File: src/rtl/mux_rr_pkg.sv
// Shared definitions for the registered select/round-robin mux.
//   MODE_FIXED / MODE_RR : values of the mux_rr_reg `mode` input.
//   onehot_to_idx        : index of the set bit in a one-hot vector. Pass the
//                          vector zero-extended to 64 bits. An all-zero vector
//                          returns 0.
package mux_rr_pkg;

  localparam logic MODE_FIXED = 1'b0;
  localparam logic MODE_RR    = 1'b1;

  function automatic logic [31:0] onehot_to_idx(input logic [63:0] vec);
    logic [31:0] idx;
    idx = '0;
    for (int i = 0; i < 64; i++) begin
      if (vec[i]) idx = 32'(i);
    end
    return idx;
  endfunction

endpackage

File: src/rtl/mux_rr_reg_rr_pick.sv
// rr_pick: combinational rotate-priority picker.
// The search starts at channel ptr+1 and wraps modulo N. It grants the first
// requesting channel it finds, so the channel that was granted last
// (recorded in ptr) gets the lowest priority.
// Ports:
//   req : per-channel requests
//   ptr : index of the channel granted most recently
//   gnt : one-hot grant, all zero when nothing requests
//   any : at least one request is present
module rr_pick
  import mux_rr_pkg::*;
#(
  parameter  int N  = 8,
  localparam int SW = $clog2(N)
) (
  input  logic [N-1:0]  req,
  input  logic [SW-1:0] ptr,
  output logic [N-1:0]  gnt,
  output logic          any
);

  logic          found;
  logic [SW-1:0] idx;

  always_comb begin
    gnt   = '0;
    found = 1'b0;
    idx   = '0;
    for (int k = 1; k <= N; k++) begin
      idx = SW'((int'(ptr) + k) % N);
      if (!found && req[idx]) begin
        gnt[idx] = 1'b1;
        found    = 1'b1;
      end
    end
  end

  assign any = |req;

endmodule

File: src/rtl/mux_rr_reg.sv
// mux_rr_reg: N-channel, W-bit mux with one registered output slot and a
// valid/ready handshake on every channel and on the output.
//   mode=0 : fixed select. The channel comes from sel. If sel >= N, no
//            channel is granted.
//   mode=1 : round-robin among the channels that assert valid.
// Optional build macro: MUX_RR_REG_PARITY_EN. It adds the in_par, out_par
// and par_err ports.
// Ports:
//   clk, rst_n        : clock and asynchronous active-low reset
//   mode, sel         : arbitration mode and fixed-mode channel index
//   in_data/in_valid  : flattened channel data (ch i at [i*W +: W]) and valids
//   in_ready          : per-channel ready, at most one bit set
//   out_data/out_ch   : registered beat and the channel that supplied it
//   out_valid/out_ready : output handshake
//   in_par            : per-channel even parity (parity build only)
//   out_par           : ^out_data, registered with out_data (parity build only)
//   par_err           : sticky flag for an input parity mismatch (parity build only)
//
// Handshake: a beat moves across an interface on a rising edge where valid
// and ready are both high. Once valid is high, it stays high until that edge.
// Ready may depend on valid. Valid must never depend on ready.
module mux_rr_reg
  import mux_rr_pkg::*;
#(
  parameter  int N  = 8,
  parameter  int W  = 16,
  localparam int SW = $clog2(N)
) (
  input  logic            clk,
  input  logic            rst_n,
  input  logic            mode,
  input  logic [SW-1:0]   sel,
  input  logic [N*W-1:0]  in_data,
  input  logic [N-1:0]    in_valid,
  output logic [N-1:0]    in_ready,
  output logic [W-1:0]    out_data,
  output logic [SW-1:0]   out_ch,
  output logic            out_valid,
  input  logic            out_ready
`ifdef MUX_RR_REG_PARITY_EN
  ,
  input  logic [N-1:0]    in_par,
  output logic            out_par,
  output logic            par_err
`endif
);

  logic [SW-1:0] ptr;
  logic          accept;
  logic [N-1:0]  gnt_fix;
  logic [N-1:0]  gnt_rr;
  logic          rr_any;
  logic [N-1:0]  grant;
  logic          xfer;
  logic [SW-1:0] xfer_idx;
  logic [W-1:0]  xfer_data;

  // The slot can load when it is empty or when its beat drains on this edge.
  // Draining and filling in the same edge keeps full throughput.
  assign accept = !out_valid || out_ready;

  always_comb begin
    gnt_fix = '0;
    // sel can exceed N-1 only when N is not a power of two.
    if (int'(sel) < N) gnt_fix[sel] = in_valid[sel];
  end

  rr_pick #(.N(N)) u_pick (
    .req (in_valid),
    .ptr (ptr),
    .gnt (gnt_rr),
    .any (rr_any)
  );

  always_comb begin
    grant = '0;
    if (mode == MODE_RR) begin
      if (rr_any) grant = gnt_rr;
    end else begin
      grant = gnt_fix;
    end
  end

  // Gating with rst_n keeps every ready low while reset is held.
  assign in_ready  = grant & {N{accept}} & {N{rst_n}};
  assign xfer      = |in_ready;
  assign xfer_idx  = SW'(onehot_to_idx(64'(grant)));
  assign xfer_data = in_data[int'(xfer_idx)*W +: W];

  always_ff @(posedge clk or negedge rst_n) begin
    if (!rst_n) begin
      out_valid <= 1'b0;
      out_data  <= '0;
      out_ch    <= '0;
      ptr       <= SW'(N - 1);
    end else if (xfer) begin
      out_valid <= 1'b1;
      out_data  <= xfer_data;
      out_ch    <= xfer_idx;
      ptr       <= xfer_idx;
    end else if (out_ready) begin
      out_valid <= 1'b0;
    end
  end

`ifdef MUX_RR_REG_PARITY_EN
  always_ff @(posedge clk or negedge rst_n) begin
    if (!rst_n) begin
      out_par <= 1'b0;
      par_err <= 1'b0;
    end else if (xfer) begin
      out_par <= ^xfer_data;
      if ((^xfer_data) != in_par[xfer_idx]) par_err <= 1'b1;
    end
  end
`endif

endmodule

File: config.mk
export PLATFORM = sky130hd
export DESIGN_NAME = mux_rr_reg
export DESIGN_NICKNAME = d
export VERILOG_FILES = /design/src/rtl/mux_rr_pkg.sv /design/src/rtl/mux_rr_reg_rr_pick.sv /design/src/rtl/mux_rr_reg.sv
export SDC_FILE = /design/constraint.sdc
export NUM_CORES = 1
export LEC_CHECK = 0
export BUFFER_PORTS_ARGS = -buffer_cell sky130_fd_sc_hd__buf_2
export CORE_AREA = 2 2 91 93
export CTS_BUF_LIST = sky130_fd_sc_hd__clkbuf_4
export DETAILED_ROUTE_END_ITERATION = 7
export DIE_AREA = 0 0 93 95
export HOLD_SLACK_MARGIN = 0.03
export PLACE_DENSITY = 0.87
export SYNTH_ARGS = -nofsm -noshare
export SYNTH_HDL_FRONTEND = slang
export SYNTH_SLANG_ARGS = --single-unit
File: constraint.sdc
create_clock -name clk -period 6.3 [get_ports clk]
set_input_delay 0.315 -clock clk [delete_from_list [all_inputs] [get_ports clk]]
set_output_delay 0.315 -clock clk [all_outputs]
set_load 0.05 [all_outputs]
=== Yosys cells after proc, flatten, opt, wreduce, memory -nomap -nowiden ===
Cells that the tools add are included.
W data, S select, Z words.

* $add $sub $neg: 8
* Muxes and demuxes: 62
* Bitwise gates (word level): 10
* Order comparisons: 18
* Shift operators: 1
* Reductions and logical operators: 28

{| class="wikitable"
|+ Operators by type and width
! operator !! count
|-
| $shiftx A128 B8 Y16 || 1
|-
| $mux W8 || 10
|-
| $or A8 B8 Y8 || 7
|-
| $lt A3 B4 Y1 const B || 9
|-
| $mux W1 || 28
|-
| $bmux W1 S3 || 9
|-
| $demux W1 S3 || 9
|-
| $ge A3 B1 Y1 const B || 9
|-
| $and A8 B8 Y8 || 3
|-
| $mux W3 || 6
|-
| $logic_and A1 B1 Y1 || 16
|-
| $reduce_or A8 Y1 || 2
|-
| $add A3 B3 Y3 const B || 4
|-
| $logic_not A1 Y1 || 8
|-
| $add A3 B1 Y3 const B || 2
|-
| $add A3 B2 Y3 const B || 2
|-
| $reduce_bool A2 Y1 || 1
|-
| $logic_or A1 B1 Y1 || 1
|}

* Register bits after elaboration: 23
* Input port bits: 143
* Logic and storage cells: 131
* Output and inout bits: 28

=== Longest topological paths before layout ===
* Depth in word-level cells: 35
* Mapped depth: 21
* Mapped depth without buffers: 13

=== Hierarchy ===
From an unflattened synthesis, not the netlist that was laid out.

* Cell total of the unflattened synthesis: 359
* Area, all modules: 3432.0 µm²

{| class="wikitable"
|+ By module, submodules not included
! module !! sequential area each (µm²) !! area each (µm²) !! cells an instance !! times used
|-
| mux_rr_reg || 579.3 || 2331.0 || 233 || 1
|-
| rr_pick || 0.0 || 1101.1 || 126 || 1
|}

=== Worst setup path before layout ===
OpenSTA, ideal clock, no wires.

* Path type: reg-to-output
* Start point: reg ptr[0]
* End point: out in_ready[1]
* Arrival: 4.405 ns
* Slack: 1.580 ns
* Required time: 5.985 ns
* Buffers on the path: 4
* Stages on the path, launching flop included: 15
* Path through: dfstp_2 -> buf_2 -> inv_1 -> buf_2 -> buf_2 -> ha_1 -> buf_6 -> mux2_2 -> mux4_2 -> or2_1 -> or3_1 -> a21boi_1 -> nor3_1 -> or3_1 -> a21oi_1

* Cells in the longest elaborated chain, start to end: 29
* Elaborated cells on any way between the ends: 104
* Classes of those cells: add/sub (8); order compare (16); mux (49); bitwise (9); reduce/logical (22)

{| class="wikitable"
|+ RTL lines
! element !! line !! text
|-
| from (decl) || mux_rr_reg.sv:48 || <nowiki>logic [SW-1:0] ptr;</nowiki>
|-
| from (signal assigned) || mux_rr_reg.sv:95 || <nowiki>ptr <= SW'(N - 1);</nowiki>
|-
| from (signal assigned) || mux_rr_reg.sv:100 || <nowiki>ptr <= xfer_idx;</nowiki>
|-
| parallel branches: the longest is 24 deep, another holds $lt A3 B4 Y1 || n/a ||
|-
| $mux W8 * || mux_rr_reg_rr_pick.sv:31 || <nowiki>if (!found && req[idx]) begin</nowiki>
|-
| $mux W8 * || mux_rr_reg.sv:78 || <nowiki>if (rr_any) grant = gnt_rr;</nowiki>
|-
| $mux W8 * || mux_rr_reg.sv:77 || <nowiki>if (mode == MODE_RR) begin</nowiki>
|-
| $and A8 B8 Y8 * (2 in a row) || mux_rr_reg.sv:85 || <nowiki>assign in_ready = grant & {N{accept}} & {N{rst_n}};</nowiki>
|-
| to (decl) || mux_rr_reg.sv:35 || <nowiki>output logic [N-1:0] in_ready,</nowiki>
|}

Every way passes the cells marked *. The select of a mux whose other input is x is not followed.

=== Worst setup path after layout ===
* Start point: reg ptr[1]
* End point: reg out_data[6]

* Cells in the longest elaborated chain, start to end: 35
* Elaborated cells on any way between the ends: 113
* Classes of those cells: add/sub (8); order compare (16); shift (1); mux (56); bitwise (9); reduce/logical (23)

{| class="wikitable"
|+ RTL lines
! element !! line !! text
|-
| parallel branches: the longest is 24 deep, another holds $lt A3 B4 Y1 || n/a ||
|-
| $mux W8 * || mux_rr_reg_rr_pick.sv:31 ||
|-
| $mux W8 * || mux_rr_reg.sv:78 ||
|-
| $mux W8 * || mux_rr_reg.sv:77 ||
|-
| $mux W1 || mux_rr_pkg.sv:15 || <nowiki>if (vec[i]) idx = 32'(i);</nowiki>
|-
| $mux W3 (6 in a row) || mux_rr_pkg.sv:15 ||
|-
| $shiftx A128 B8 Y16 || mux_rr_reg.sv:88 || <nowiki>assign xfer_data = in_data[int'(xfer_idx)*W +: W];</nowiki>
|-
| to (signal assigned) || mux_rr_reg.sv:98 || <nowiki>out_data <= xfer_data;</nowiki>
|-
| to (decl) || mux_rr_reg.sv:36 || <nowiki>output logic [W-1:0] out_data,</nowiki>
|}

Marked as above.
A chain may end at the register's enable or synchronous reset.

==> results.md <==
* VDD IR max at 461.5 µV
* Root Buffer Master: clkbuf_4
* Worst-path maximum fanout at 26
* Detailed Route WL at 14550 µm
* Synth area leader: dfrtp_1
* Critical path class: flop to flop
* Die width at 93 µm
* Core ar. at 7928 µm²
* Reg clk slew, reported paths at around 0.12 ns
* Synth unique cells at 77
* Sequential fraction of the synthesis area at 15.25%
* CTS Sinks at 23
* Seq. cell area at 579.3 µm²
* Leakage at 2.170 nW
* DR iter-0 viols at around 330
* Post-Syn Nets at 597
* # rows at 33
* Fin area at 4686 µm²
* Full die area at slightly below 9000 µm²
* Fill count at 720
* Max Clock Freq at 170.9 MHz
* Synth Area per Inst at 8.482 µm²
* Routed length per instance at a little over 20 µm
* Final hold violation count at 0
* Warnings from Yosys at 0
* Final Util at 59.11%
* First-pass GRT wire length at between 20000 and 25000 µm
* Endpoint type of the worst setup path: flop
* Worst Max-Slew Pin Slew at 0.9187 ns
* Vias in the first global route at about 4.2k
* Setup Skew at 0.001345 ns
* Crit. Startpoint: ptr[1]
* Placed cell area at 4646 µm²
* I/O Buffers at 170
* Ant. Diodes at 0
* Status: complete, no violations
* Largest net degree at the start of global routing at 36
* Post-synth top area share at 13.17%
* Setup tns final at 0 ns
* # Max-Cap Violations at 0
* Routed Antenna Nets at 0
* Yosys reg bits at 23
* Dpl ws at approximately 0.57 ns
* Cell area after synthesis at 3800 µm²
* Worst Hold Launch: out_ready
* Clk buf depth at 2
* HPWL Detailed at approximately 12000 µm
* Worst Path Arrival at just over 6 ns
* Starting Density at 47.93%
* Asr flop ratio synth at 100.0%
* HP Class: primary input to flop
* CTS tree: built
* Data required, critical path at 6.52 ns
* Tcrit/Tclk final at 92.86%
* DR pass1 iterations at 6
* Worst setup margin at between 0.4 and 0.5 ns
* GRT Residual Overflow at 0
* Initial antenna violation count at 0
* Die Y at 95 µm
* CTS buffer count at 3
* Gate Count Post-Synth at 448
* Clk_lat worst skew at 0.31 ns
* Final net count at 746
* P&R area growth vs syn at 23.31%
* Area contributors post-synth: dfrtp_1, mux2i_1, mux4_2
* Final setup viols at 0
* Startpoint Class: flop
* Share of cells above drive strength 1 at 42.28%
* Launch point of the worst reg-to-reg path: ptr[1]
* Slew HR at 38.50%
* Number of synthesized flops with an enable pin at 0
* Via count at roughly 4.5k
* Drt drc at 0
* Multi-input logic area at 2948 µm²
* All-Layer GR Usage at approximately a third
* RePlAce Congestion at approximately 1.0
* H-tree depth at 1
* Pwr dens at between 700 and 800 nW/µm²
* Unrepaired setup endpoints after global routing: no
* Fin. max-slew vios at 0
* Vias/cell at 6.458
* I/O pin cnt at between 150 and 200
* Period minus WS final at 5.850 ns
* Top FF cell, synth: dfrtp_1
-- cell usage in the layout, fill, tap and decap left out, drive strengths merged, types with 4 or more instances in the layout --
master  synthesis  layout
and3            7       7
nand4           9       9
dfrtp          20      20
nor2           50      50
inv             9       9
buf            24     182
nor4b           5       5
mux4           11      11
nor3           12      12
ha              6       6
nor4            8       8
nand2          39      39
clkbuf         15       4
o221ai         15      15
o211ai          5       5
nor2b           4       4
nand2b          4       4
nand3          20      20
a22o           16      16
o21ai           6       6
mux2i          41      41
or3             6       6
o31ai          15      15
mux2           18      18
a21oi          30      30
o22ai           6       6
-- sequential cells by signal (all words and copies together) (netlist names) --
register   flops
out_data      16
out_ch         3
ptr            3
out_valid      1
-- layer usage --
metal  part of all wire [%]  routed length (µm)  track usage (%)  up-vias
li1                       -                   -                -     2032
met1                     36                5216            38.56     2092
met2                     50                7251            55.31      330
met3                    8.5                1240            3.192       73
met4                    5.7                 836            17.52        0
met5                      0                   0                0        -
-- cell usage after synthesis (all sizes together), types with 4 or more instances --
cell type,count
nor2b,4
mux4,11
a21oi,30
buf,24
mux2i,41
ha,6
nand2,39
inv,9
nor4b,5
o221ai,15
nand2b,4
or3,6
clkbuf,15
nor3,12
o31ai,15
o21ai,6
mux2,18
o22ai,6
o211ai,5
nor2,50
nand4,9
dfrtp,20
a22o,16
nand3,20
and3,7
nor4,8
-- area by class of cell --
class                           instances  share of cell area (%)
Inverter                                9                  0.7210
Sequential cell                        23                   12.36
Timing Repair Buffer                  183                   20.56
Multi-Input combinational cell        377                   62.91
Clock buffer                            4                  0.6409
Tap cell                              105                   2.804
-- per-stage QoR --
step	instances	hold slack, ns	total power [mW]
floorplan	448	0.01941	2.719
finish	701	0.3280	3.392
CTS	701	0.3239	3.333
detailed placement	696	0.3298	3.251
global route	701	0.3651	3.569
global placement	696	0.3167	3.232
-- timing repair --
item | CTS | global route
gates resized for setup | 0 | 0
endpoints found under the hold margin | 20 | 0
hold buffers | 1 | 0
buffers inserted | 0 | 0
-- where the power goes --
| part | internal, mW | total [mW] | switching, mW |
|---|---|---|---|
| logic | 1.15 | 3.02 | 1.87 |
| clock network | 0.0290 | 0.0723 | 0.0433 |
| registers | 0.238 | 0.304 | 0.0663 |
-- path summary, 6_finish.rpt --
check | to | slack [ns] | cells after the start
hold / removal | out_valid | 0.33 | 3
setup / recovery | out_data[6] | 0.45 | 14
min in group asynchronous | out_data[1] | 0.52 | 2
setup reg to reg | out_data[6] | 0.45 | 14
hold reg to reg | out_data[8] | 0.49 | 2
max in group asynchronous | ptr[1] | 5.41 | 2
-- cell families (layout without fill, tap and decap cells) --
group	Yosys count	after routing	synth area share, %
multiplexers	70	70	23.28
buffers and inverters	48	196	7.573
AND/OR/NAND/NOR	175	175	23.87
adder cells (fa/ha/maj)	6	6	1.976
AO/OA/AOI/OAI	123	123	27.17
flip-flops	23	23	15.25
XOR/XNOR	3	3	0.8892
-- critical path, cell delays in order, from the launching register on --
cell,delay [ns]
dfstp_2,0.74
inv_1,0.17
ha_1,0.83
mux2_1,0.34
mux4_2,0.32
nor3_1,0.08
and3_1,0.22
a21o_1,0.18
o41ai_2,0.53
o311a_4,0.34
nor4b_4,0.76
a31o_2,0.68
buf_4,0.37
nand2_1,0.12
o31ai_2,0.07
Power figures use the tool's default switching activity.
